`src/rtl/magnetron_sequencer.sv`:
```
// Cook-cycle controller: holds cook time and power level, counts the time
// down in seconds, drives the magnetron with a power-level duty cycle over a
// 10-second window and enforces the door interlock.
module magnetron_sequencer #(
  parameter int TICKS_PER_SEC = 1000,
  parameter int TIME_W        = 12
) (
  input  logic              clk,
  input  logic              rst_n,
  input  logic              start,
  input  logic              stop,
  input  logic              door_closed,
  input  logic              time_load,
  input  logic [TIME_W-1:0] time_in,
  input  logic [3:0]        power_in,
  output logic              magnetron_on,
  output logic [TIME_W-1:0] time_left,
  output logic [1:0]        state,
  output logic              done
);

  localparam int PS_W = (TICKS_PER_SEC > 2) ? $clog2(TICKS_PER_SEC) : 1;
  localparam logic [PS_W-1:0] PS_MAX = PS_W'(TICKS_PER_SEC - 1);

  typedef enum logic [1:0] {
    IDLE  = 2'd0,
    COOK  = 2'd1,
    PAUSE = 2'd2,
    DONE  = 2'd3
  } state_e;

  state_e            state_q, state_d;
  logic [TIME_W-1:0] time_left_q, time_left_d;
  logic [3:0]        power_q, power_d;
  logic [PS_W-1:0]   prescaler_q, prescaler_d;
  logic [3:0]        duty_cnt_q, duty_cnt_d;
  logic              mag_en_q, mag_en_d;
  logic              done_q, done_d;
  logic              sec_tick;
  logic [3:0]        power_clamped;

  // Power levels outside 1..10 fall back to full power
  assign power_clamped = ((power_in == 4'd0) || (power_in > 4'd10)) ? 4'd10 : power_in;
  assign sec_tick      = (prescaler_q == PS_MAX);

  // Next-state logic; stop always wins over start, and any exit from COOK
  // freezes the counters so only uninterrupted cook cycles consume time
  always_comb begin
    state_d     = state_q;
    time_left_d = time_left_q;
    power_d     = power_q;
    prescaler_d = prescaler_q;
    duty_cnt_d  = duty_cnt_q;
    unique case (state_q)
      IDLE: begin
        if (time_load) begin
          time_left_d = time_in;
          power_d     = power_clamped;
        end
        if (start && !stop && door_closed && (time_left_q != '0)) begin
          state_d     = COOK;
          prescaler_d = '0;
          duty_cnt_d  = 4'd0;
        end
      end
      COOK: begin
        if (!door_closed || stop) begin
          state_d = PAUSE;
        end else if (sec_tick) begin
          prescaler_d = '0;
          duty_cnt_d  = (duty_cnt_q == 4'd9) ? 4'd0 : duty_cnt_q + 4'd1;
          if (time_left_q <= TIME_W'(1)) begin
            time_left_d = '0;
            state_d     = DONE;
          end else begin
            time_left_d = time_left_q - TIME_W'(1);
          end
        end else begin
          prescaler_d = prescaler_q + PS_W'(1);
        end
      end
      PAUSE: begin
        if (stop) begin
          state_d     = IDLE;
          time_left_d = '0;
        end else if (start && door_closed) begin
          state_d = COOK;
        end
      end
      DONE: begin
        if (stop || !door_closed) begin
          state_d = IDLE;
        end
      end
      default: begin
        state_d = IDLE;
      end
    endcase
    mag_en_d = (state_d == COOK) && (duty_cnt_d < power_d);
    done_d   = (state_d == DONE);
  end

  // State and registered outputs; reset forces everything safe at once
  always_ff @(posedge clk or negedge rst_n) begin
    if (!rst_n) begin
      state_q     <= IDLE;
      time_left_q <= '0;
      power_q     <= 4'd10;
      prescaler_q <= '0;
      duty_cnt_q  <= 4'd0;
      mag_en_q    <= 1'b0;
      done_q      <= 1'b0;
    end else begin
      state_q     <= state_d;
      time_left_q <= time_left_d;
      power_q     <= power_d;
      prescaler_q <= prescaler_d;
      duty_cnt_q  <= duty_cnt_d;
      mag_en_q    <= mag_en_d;
      done_q      <= done_d;
    end
  end

  // Door gate stays combinational so an opening door cuts power immediately
  assign magnetron_on = mag_en_q && door_closed;
  assign time_left    = time_left_q;
  assign state        = state_q;
  assign done         = done_q;

endmodule

```
`config.mk`:
```
export PLATFORM = sky130hd
export DESIGN_NAME = magnetron_sequencer
export DESIGN_NICKNAME = d
export VERILOG_FILES = /design/src/rtl/magnetron_sequencer.sv
export SDC_FILE = /design/constraint.sdc
export NUM_CORES = 1
export LEC_CHECK = 0
export CELL_PAD_IN_SITES_DETAIL_PLACEMENT = 0
export CELL_PAD_IN_SITES_GLOBAL_PLACEMENT = 1
export CORE_AREA = 2 2 76 78
export DETAILED_ROUTE_END_ITERATION = 12
export DIE_AREA = 0 0 78 80
export GPL_TIMING_DRIVEN = 0
export PLACE_DENSITY = 0.95
export SLEW_MARGIN = 20
export SYNTH_ARGS = -nofsm -noshare
export SYNTH_HDL_FRONTEND = slang
export SYNTH_SLANG_ARGS = --single-unit
```
`constraint.sdc`:
```
create_clock -name clk -period 4.85 [get_ports clk]
set_input_delay 0.7275 -clock clk [delete_from_list [all_inputs] [get_ports clk]]
set_output_delay 0.7275 -clock clk [all_outputs]
set_load 0.02 [all_outputs]
```
==> summary.txt, run 1 <==
Run status
  – Status: completed

Die
  – Initial Util: 42.92%
  – # IOs: 38
  – Core area: 0.005405 mm²
  – Die height: 80 µm
  – DIE WIDTH: 78 µm
  – Row count: 27
  – Die area: 0.006240 mm²

Setup path
  – Worst EP required: 5.03 ns
  – CP Capture Type: register
  – Cell Chain, Critical Path: inv_1 -> ha_1 -> or3b_1 -> clkbuf_1 -> or4_1 -> buf_2 -> nand3_1 -> o21ai_0 -> o41ai_1 -> ha_1 -> a221o_1 -> a31o_2 -> a2111oi_2
  – CP max stage delay: 0.52 ns
  – Most frequent CP cell: ha_1
  – CP arrival: 3.86 ns
  – Critical path type: register to register
  – Critical path's slowest cell: or4_1
  – Maximum net fanout on the critical path: 8
  – Worst setup SP type: register

Detailed routing
  – Total iterations of the first detailed-routing run: 4
  – Initial DRC Count: 117
  – Post-Route WL: 5658 µm
  – Remaining antenna violation count: 0
  – Vias: 2158
  – Vias per std cell: 5.694
  – Wirelength per Cell: 14.93 µm
  – DRC errors left: 0

STA
  – Rel. slew slack: 42.43%
  – Max Clock Skew: 0.008497 ns
  – Final setup TNS: 0 ns
  – Unrepaired setup endpoints after global routing: no
  – WHS: 0.3762 ns
  – Pin slew with the least headroom to its limit: 0.8556 ns
  – Fin. max-slew vios: 0
  – Fin. Hold Viols: 0
  – Final worst slack: 1.168 ns
  – Final period demand of the worst path: 3.682 ns
  – Final setup fails: 0
  – Achievable frequency: 0.2716 GHz
  – Fin crit share: 75.92%

Clock tree
  – Clk_lat worst skew: 0.29 ns
  – Quantity of gates resized following cts: 0
  – Post-CTS Setup Inserts: 0
  – Clock sinks: 34
  – TritonCTS clock tree: done
  – Clk buf depth: 2
  – CTS clock-pin slew for the worst setup and hold paths: 0.07 ns
  – CTS buffer count: 5
  – Clk root buf: clkbuf_8
  – Cts hold-fix bufs: 0
  – H-tree Lvls: 2

Global routing
  – Largest net degree at the start of global routing: 19
  – Total track usage: 18.85%
  – Grt ovf: 0
  – Global-route wire length before repair: 9384 µm
  – Vias in the first global route: 2026
  – Initial antenna violation count: 0

Layout
  – Final Non-Filler Cells: 379
  – Area of the multi-input gates: 0.001359 mm²
  – Diodes inserted: 0
  – P&R area growth vs syn: 24.70%
  – Register area: 853.3 µm²
  – Fill count: 532
  – Fin nets: 340
  – Fraction of layout cells with a size suffix above 1: 9.121%

Synth
  – Post-synthesis async set-or-reset flop share: 100.0%
  – Top FF cell, synth: dfrtp_1
  – Top post-synthesis cells by count: dfrtp_1, nand2_1, inv_1, nor2_1, o21ai_0
  – Synth unique cells: 58
  – Number of synthesized register bits: 34
  – Syn nets: 295
  – Most common cell in the netlist: dfrtp_1
  – Sequential fraction of the synthesis area: 36.79%
  – Area contributors post-synth: dfrtp_1, ha_1, nand2_1, inv_1, o21ai_0
  – Yosys top cell area share: 34.52%
  – Largest area contributor in the netlist: dfrtp_1
  – EDFF count, synth: 0
  – Mapped Cells: 261
  – Synth warn: 0
  – Cell Area, Synth: 0.002320 mm²
  – Syn_area_per_cell: 8.888 µm²

Pwr
  – Sw frac: 45.78%
  – Leak: 0.001226 µW
  – Part of the power in combinational logic: 56.1%
  – Switching pwr: 723.6 µW
  – Maximum VDD drop: 268.3 µV
  – Clock power frac: 13.8%
  – Internal power: 857.1 µW
  – Cell Pwr Density: 546.4 mW/mm²
  – Flop pwr share: 30.1%

Place
  – Placer Congestion: 0.8848
  – DP Wirelength: 4238 µm
  – Pre-CTS worst setup slack: 0.9612 ns
  – Post-Place Cells: 371
  – IO buf count: 37

Worst hold path
  – Hold Path Class: primary input to async pin

Run
  – Max-capacitance violation count: 0
path summary, 6_finish.rpt:
check,from,endpoint,slack (ns),cells after the start
max,time_left[0]$_DFFE_PN0P_,mag_en_q$_DFF_PN0_,1.17,13
max in group asynchronous,rst_n,power_q[3]$_DFF_PN1_,3.96,2
min reg2reg,power_q[0]$_DFF_PN0_,power_q[0]$_DFF_PN0_,0.47,2
min,rst_n,time_left[5]$_DFFE_PN0P_,0.38,1
min in group clk,power_q[0]$_DFF_PN0_,power_q[0]$_DFF_PN0_,0.47,2
max reg2reg,time_left[0]$_DFFE_PN0P_,mag_en_q$_DFF_PN0_,1.17,13
kinds of logic (layout without fill, tap and decap cells):
group | count (synthesis) | count (layout) | synth area share [%]
mux | 1 | 1 | 0.4854
buf+inv | 28 | 74 | 4.639
fa+ha+maj | 12 | 12 | 6.472
compound gates | 85 | 85 | 27.08
flops | 34 | 34 | 36.79
simple gates | 96 | 96 | 22.65
xor+xnor | 5 | 5 | 1.888
cell usage in the layout, fill, tap and decap left out, drive strengths merged, types with 5 or more instances in the layout:
cell / n
a21o: 5
a21oi: 15
a22o: 5
a32oi: 6
clkbuf: 13
clkdlybuf4s50: 36
dfrtp: 32
ha: 12
inv: 21
nand2: 25
nand3: 7
nand4: 7
nor2: 16
nor3: 11
o21ai: 15
o2bb2ai: 5
or3: 5
xor2: 5
worst max-delay path: cells and delay by family (launching register included):
family                     cells  cell delay [ns]
AOI/OAI and AO/OA              5             1.02
DFF                            1             0.44
and+or+nand+nor                3             1.05
adders and majority gates      2             0.58
buffers and inverters          3             0.49
sequential cells by signal, summed over array words and instances (netlist names):
register     flops
done             1
duty_cnt_q       4
mag_en_q         1
power_q          4
prescaler_q     10
state            2
time_left       12
metrics by stage:
stage | total power, µW | cell area (µm²) | utilization (%)
4_1_cts | 1584 | 2893 | 53.52
6_report | 1581 | 2893 | 53.52
3_3_place_gp | 1346 | 2780 | 51.44
5_1_grt | 1707 | 2893 | 53.52
2_1_floorplan | 1067 | 2320 | -
3_5_place_dp | 1362 | 2803 | 51.85
power by group through the flow:
stage | clock, µW | combinational, µW | sequential [µW]
after floorplan | 0 | 546 | 520
after global placement | 0 | 870 | 476
after detailed placement | 0 | 885 | 477
after CTS | 224 | 886 | 474
after global routing | 236 | 980 | 491
final | 218 | 888 | 475
layer usage:
| metal | up-vias | wire, µm | GRT usage [%] | share of wire [%] |
|---|---|---|---|---|
| li1 | 1076 | - | - | - |
| met1 | 1011 | 2846 | 26.28 | 50 |
| met2 | 65 | 2477 | 29.66 | 44 |
| met3 | 6 | 280 | 3.846 | 4.9 |
| met4 | 0 | 53 | 5.439 | 0.94 |
| met5 | - | 0 | 0 | 0 |
cell type report:
class / count / share of cell area (%)
Multi-Input combinational cell: 199 / 46.97
Tap cell: 72 / 3.114
Buffer: 7 / 0.9948
Sequential cell: 34 / 29.50
Clock buffer: 8 / 3.114
Inverter: 21 / 2.725
Timing Repair Buffer: 38 / 13.58
No activity file was read; power rests on OpenSTA's default activity.
==> run 2, diff against run 1 <==
- CORE_AREA: 2 2 76 78 -> 2 2 80 82
- DIE_AREA: 0 0 78 80 -> 0 0 82 84
- PLACE_DENSITY: 0.95 -> 0.88
- clock period: 4.85 -> 3.59 ns (I/O delays scaled with it)
==> run 2 against run 1 <==
Clock power rose by 61%. Critical endpoint unchanged. Largest power group unchanged. Wire length rose by 1.2%. Maximum frequency grew 8.4%. Sequential power increased by 36%. Final cell count up 1.1%. Clock skew fell by 0.0027 ns. Core utilization shrank 5.3 points. Total power increased by 40%. Hold slack got worse by 0.23 ns. Highest routed layer unchanged. First-iteration DRC count grew 53%. Flip-flop and latch count did not move. Combinational power is 36% higher.
==> summary.txt, run 2 (same netlist as run 1, synthesis figures left out) <==
Run status
  – Status: completed

STA
  – Fin. Hold Viols: 0 (unchanged)
  – Final period demand of the worst path: 3.396 ns (-0.2862 ns)
  – Fin crit share: 94.59% (+19 points)
  – Rel. slew slack: 40.67% (-1.8 points)
  – Max Clock Skew: 0.005752 ns (-0.002744 ns)
  – Achievable frequency: 0.2945 GHz (+8.4%)
  – Unrepaired setup endpoints after global routing: no
  – Final setup fails: 0 (unchanged)
  – Fin. max-slew vios: 0 (unchanged)
  – Pin slew with the least headroom to its limit: 0.8818 ns (+0.02615 ns)

Setup path
  – R2r endpoint: mag_en_q$_DFF_PN0_
  – Worst-case reg-to-reg path depth: 12 (-1)
  – Worst Path Buf+Inv: 2 (-1)
  – Crit path max-delay family: simple AND/OR/NAND/NOR gates
  – CP arrival: 3.58 ns (-0.28 ns)
  – Crit Reg-Reg Startpoint: time_left[0]$_DFFE_PN0P_
  – Critical path's slowest cell: or4_1
  – Worst setup SP type: register
  – Maximum net fanout on the critical path: 8 (unchanged)
  – CP max stage delay: 0.52 ns (about the same)
  – R2r setup slk: 0.19 ns (-0.97 ns)
  – Cell Chain, Critical Path: inv_2 -> ha_2 -> or3b_4 -> or4_1 -> clkbuf_4 -> nand3_2 -> o21ai_0 -> o41ai_2 -> ha_1 -> a221o_1 -> a31o_2 -> a2111oi_2
  – Worst EP required: 3.78 ns (-1.25 ns)
  – Critical path type: register to register
  – CP Capture Type: register

Layout
  – Diodes inserted: 0 (unchanged)
  – Commonest non-fill, non-tap cell in the layout: clkdlybuf4s50_1
  – Fraction of layout cells with a size suffix above 1: 12.42% (+3.3 points)
  – Largest register FFs: 12 (unchanged)
  – P&R area growth vs syn: 26.59%
  – Most frequent cells in the layout: clkdlybuf4s50_1, dfrtp_1, nand2_1
  – Fin util: 48.17% (-5.3 points)
  – Fin nets: 339 (-0.29%)

Place
  – IO buf count: 37 (unchanged)
  – Placer Congestion: 0.8357 (-5.5%)
  – DP Wirelength: 4237 µm (about the same)

Clock tree
  – Clk buf depth: 2 (unchanged)
  – Clock sinks: 34 (unchanged)
  – Clk root buf: clkbuf_8
  – Clk_lat worst skew: 0.29 ns (about the same)
  – H-tree Lvls: 2 (unchanged)
  – CTS clock-pin slew for the worst setup and hold paths: 0.07 ns (about the same)
  – TritonCTS clock tree: done
  – CTS buffer count: 5 (unchanged)

Pwr
  – Leak: 0.001246 µW (+1.7%)
  – Final Total Pwr: 2213 µW (+40%)
  – Cell Pwr Density: 753.6 mW/mm² (+38%)
  – Maximum VDD drop: 532.6 µV (+98%)

Detailed routing
  – Vias: 2166 (+0.37%)
  – Initial DRC Count: 179 (+53%)
  – Total iterations of the first detailed-routing run: 4 (unchanged)
  – DRC errors left: 0 (unchanged)
  – Remaining antenna violation count: 0 (unchanged)
  – Post-Route WL: 5724 µm (+1.2%)
  – Wirelength per Cell: 14.95 µm (+0.11%)
  – Vias per std cell: 5.655 (-0.68%)

Global routing
  – Grt ovf: 0 (unchanged)
  – Initial antenna violation count: 0 (unchanged)
  – Vias in the first global route: 2180 (+7.6%)
  – Total track usage: 18.22% (-0.63 points)
  – Global-route wire length before repair: 9901 µm (+5.5%)
  – Largest net degree at the start of global routing: 21 (+2)

Run
  – Max-capacitance violation count: 0 (unchanged)

Die
  – Row count: 29 (+7.4%)
  – DIE WIDTH: 82 µm (+5.1%)
  – Initial Util: 38.05% (-4.9 points)
  – Die height: 84 µm (+5.0%)
  – # IOs: 38 (unchanged)
  – Core area: 0.006096 mm² (+13%)
  – Die area: 0.006888 mm² (+10%)

Worst hold path
  – Hold Path Class: primary input to async pin
[run 2: repair_timing]
item / 4_1_cts / 5_1_grt
endpoints found under the setup margin: 1 / 1
resized for setup: 2 / 8
hold buffers: 0 / 0
setup buffers: 0 / 0
pin swaps: 1 / 1
[run 2: power breakdown]
group | total, µW | internal [µW] | switching [µW]
Sequential | 646 | 507 | 139
Combinational | 1210 | 505 | 710
Clock | 352 | 204 | 148
Total | 2210 | 1220 | 997
[run 2: worst max path at each step]
stage	from	endpoint	slack, ns	depth (start not counted)
floorplan	time_left[0]$_DFFE_PN0P_	mag_en_q$_DFF_PN0_	0.24	13
global placement	time_left[0]$_DFFE_PN0P_	mag_en_q$_DFF_PN0_	-0.06	13
detailed placement	time_left[0]$_DFFE_PN0P_	mag_en_q$_DFF_PN0_	-0.09	13
global route	time_left[0]$_DFFE_PN0P_	mag_en_q$_DFF_PN0_	0.02	12
CTS	time_left[0]$_DFFE_PN0P_	mag_en_q$_DFF_PN0_	0.03	12
finish	time_left[0]$_DFFE_PN0P_	mag_en_q$_DFF_PN0_	0.19	12
[run 2: cell type report]
cell class,count,area (µm²)
multi-input cells,199,1376
well taps,77,96.34
inverters,21,78.83
clock inverters,3,40.04
clock buffers,5,68.82
flip-flops and latches,34,854.6
plain buffers,6,28.78
fillers,615,3159
repair buffers,38,392.9
[run 2: stage by stage]
stage / setup WS [ns] / instances / cell area, µm² / hold slack [ns] / setup TNS [ns]
after floorplan: 0.2431 / 261 / 2320 / 0.2429 / 0
after global placement: -0.05656 / 375 / 2786 / 0.4453 / -0.05656
after detailed placement: -0.09169 / 376 / 2809 / 0.4532 / -0.09169
after CTS: 0.03394 / 383 / 2920 / 0.1676 / 0
after global routing: 0.01644 / 383 / 2937 / 0.1739 / 0
final: 0.1942 / 383 / 2937 / 0.1476 / 0
[run 2: metal layers]
metal | up-vias | routed length (µm) | track usage, %
met1 | 1031 | 2749 | 24.79
met4 | 0 | 93 | 5.909
met3 | 7 | 276 | 4.113
met5 | - | 0 | 0
met2 | 57 | 2606 | 28.38
li1 | 1071 | - | -
==> run 3, diff against run 2 <==
- CORE_AREA: 2 2 80 82 -> 2 2 78 80
- CTS_BUF_LIST: not set -> sky130_fd_sc_hd__clkbuf_4 sky130_fd_sc_hd__clkbuf_8
- DIE_AREA: 0 0 82 84 -> 0 0 80 82
- PLACE_DENSITY: 0.88 -> 0.91
==> run 3 against run 2 <==
Critical path depth stayed put. Highest routed layer unchanged. Setup slack better by 0.026 ns. Sequential share of layout area is 0.087 points higher. Maximum frequency is 0.77% higher. Design area is 0.30% lower. Count of clock-buffer cells in the layout is 2 higher. Largest power group unchanged. Combinational power hardly changed.
==> summary.txt, run 3 (same netlist as run 1, synthesis figures left out) <==
Setup path
  – Crit. path cell count: 12 (unchanged)
  – Critical Path Source: time_left[1]$_DFFE_PN0P_
  – Critical path's slowest cell: or4_1
  – CP max stage delay: 0.54 ns (+0.02 ns)
  – Worst EP required: 3.77 ns (about the same)
  – CP Capture Type: register
  – CP arrival: 3.55 ns (-0.03 ns)
  – R2r setup slk: 0.22 ns (+0.03 ns)
  – Crit path max-delay family: simple AND/OR/NAND/NOR gates
  – Worst setup SP type: register
  – Worst-case reg-to-reg path depth: 12 (unchanged)
  – Critical path type: register to register
  – Maximum net fanout on the critical path: 8 (unchanged)
  – Crit Reg-Reg Startpoint: time_left[1]$_DFFE_PN0P_
  – Worst Path Buf+Inv: 2 (unchanged)
  – Cell Chain, Critical Path: inv_2 -> ha_2 -> or3b_4 -> or4_1 -> buf_4 -> nand3_2 -> o21ai_0 -> o41ai_2 -> ha_1 -> a221o_1 -> a31o_2 -> a2111oi_2

Die
  – Die area: 0.006560 mm² (-4.8%)
  – Row count: 28 (-3.4%)
  – Core area: 0.005746 mm² (-5.7%)
  – # IOs: 38 (unchanged)
  – Die height: 82 µm (-2.4%)
  – Initial Util: 40.37% (+2.3 points)
  – DIE WIDTH: 80 µm (-2.4%)

Global routing
  – Initial antenna violation count: 0 (unchanged)
  – Largest net degree at the start of global routing: 20 (-4.8%)
  – Vias in the first global route: 2196 (+0.73%)
  – Total track usage: 19.22% (+1.0 points)
  – Global-route wire length before repair: 10030 µm (+1.3%)
  – Grt ovf: 0 (unchanged)

Place
  – DP Wirelength: 4317 µm (+1.9%)
  – Post-Place Cells: 374 (-0.53%)
  – Placer Congestion: 0.8490 (+1.6%)
  – IO buf count: 37 (unchanged)

Detailed routing
  – Post-Route WL: 5837 µm (+2.0%)
  – Remaining antenna violation count: 0 (unchanged)
  – Initial DRC Count: 154 (-14%)
  – Vias: 2192 (+1.2%)
  – Vias per std cell: 5.738 (+1.5%)
  – Total iterations of the first detailed-routing run: 4 (unchanged)
  – Wirelength per Cell: 15.28 µm (+2.2%)
  – DRC errors left: 0 (unchanged)

Layout
  – Diodes inserted: 0 (unchanged)
  – Commonest non-fill, non-tap cell in the layout: clkdlybuf4s50_1
  – Fin nets: 340 (+0.29%)
  – P&R area growth vs syn: 26.21%
  – Largest register FFs: 12 (unchanged)
  – Most frequent cells in the layout: clkdlybuf4s50_1, dfrtp_1, nand2_1
  – Fraction of layout cells with a size suffix above 1: 12.38% (-0.040 points)
  – Final Non-Filler Cells: 382 (-0.26%)
  – Fill count: 551 (-10%)

Clock tree
  – Cts hold-fix bufs: 0 (unchanged)
  – Clk root buf: clkbuf_8
  – TritonCTS clock tree: done
  – CTS clock-pin slew for the worst setup and hold paths: 0.07 ns (about the same)
  – Clk buf depth: 2 (unchanged)
  – H-tree Lvls: 2 (unchanged)
  – Clk_lat worst skew: 0.29 ns (about the same)
  – Clock sinks: 34 (unchanged)
  – CTS buffer count: 5 (unchanged)

Pwr
  – Clock power frac: 14.0% (-1.9 points)
  – Flop pwr share: 29.5% (+0.3 points)
  – Maximum VDD drop: 435.8 µV (-18%)
  – Part of the power in combinational logic: 56.5% (+1.6 points)
  – Switching pwr: 989.8 µW (-0.72%)
  – Leak: 0.001246 µW (about the same)
  – Sw frac: 45.60% (+0.55 points)
  – Cell Pwr Density: 741.4 mW/mm² (-1.6%)
  – Internal power: 1181 µW (-2.9%)
  – Final Total Pwr: 2171 µW (-1.9%)

STA
  – Rel. slew slack: 40.28% (-0.39 points)
  – Unrepaired setup endpoints after global routing: no
  – Final setup fails: 0 (unchanged)
  – Pin slew with the least headroom to its limit: 0.8876 ns (+0.005775 ns)
  – Fin crit share: 93.87% (-0.72 points)
  – Final period demand of the worst path: 3.370 ns (-0.02593 ns)
  – Fin. max-slew vios: 0 (unchanged)
  – Achievable frequency: 0.2967 GHz (+0.77%)
  – Max Clock Skew: 0.004652 ns (-0.001100 ns)
  – Fin. Hold Viols: 0 (unchanged)

Worst hold path
  – Hold Path Class: primary input to async pin

Run
  – Max-capacitance violation count: 0 (unchanged)

Run status
  – Status: completed
==> run 3: path summary, 6_finish.rpt <==
path / endpoint
hold reg to reg: power_q[0]$_DFF_PN0_
setup reg to reg: mag_en_q$_DFF_PN0_
min in group clk: power_q[0]$_DFF_PN0_
hold / removal: prescaler_q[2]$_DFFE_PN0P_
max in group asynchronous: power_q[1]$_DFF_PN1_
setup / recovery: mag_en_q$_DFF_PN0_
==> run 3: metal layers <==
metal  track usage (%)  routed length (µm)
met1             25.00                2733
met2             31.33                2647
met3             4.286                 344
met4             7.288                 110
met5                 0                   0
==> run 3: power groups by stage <==
stage	logic, µW	clock network (µW)	registers, µW
after CTS	1230	309	635
after floorplan	738	0	703
after global placement	1180	0	643
after detailed placement	1200	0	645
final	1230	304	640
after global routing	1370	328	663
==> run 3: final cells by class <==
type | instances | area (µm²) | area share (%)
Clock inverter | 1 | 5.005 | 0.1709
Timing Repair Buffer | 39 | 400.4 | 13.68
Inverter | 21 | 78.83 | 2.692
Sequential cell | 34 | 854.6 | 29.19
Tap cell | 75 | 93.84 | 3.205
Clock buffer | 7 | 90.09 | 3.077
Buffer | 6 | 28.78 | 0.9829
Multi-Input combinational cell | 199 | 1376 | 47.01
==> run 3: timing repair <==
item                       CTS  global route
setup endpoints to repair    1             1
gates resized for setup      1             9
setup buffers                1             0
pin swaps                    1             1
==> run 3: through the flow <==
stage                     utilization, %  hold slack, ns  setup TNS [ns]  area, µm²  setup WS [ns]
after floorplan                        -          0.2429               0       2320         0.2431
after global placement             48.45          0.4450        -0.05847       2784       -0.05847
after detailed placement           48.85          0.4527        -0.07990       2806       -0.07990
after CTS                          50.72          0.1851               0       2914        0.01846
after global routing               50.96          0.1948               0       2928        0.05492
final                              50.96          0.1762               0       2928         0.2201
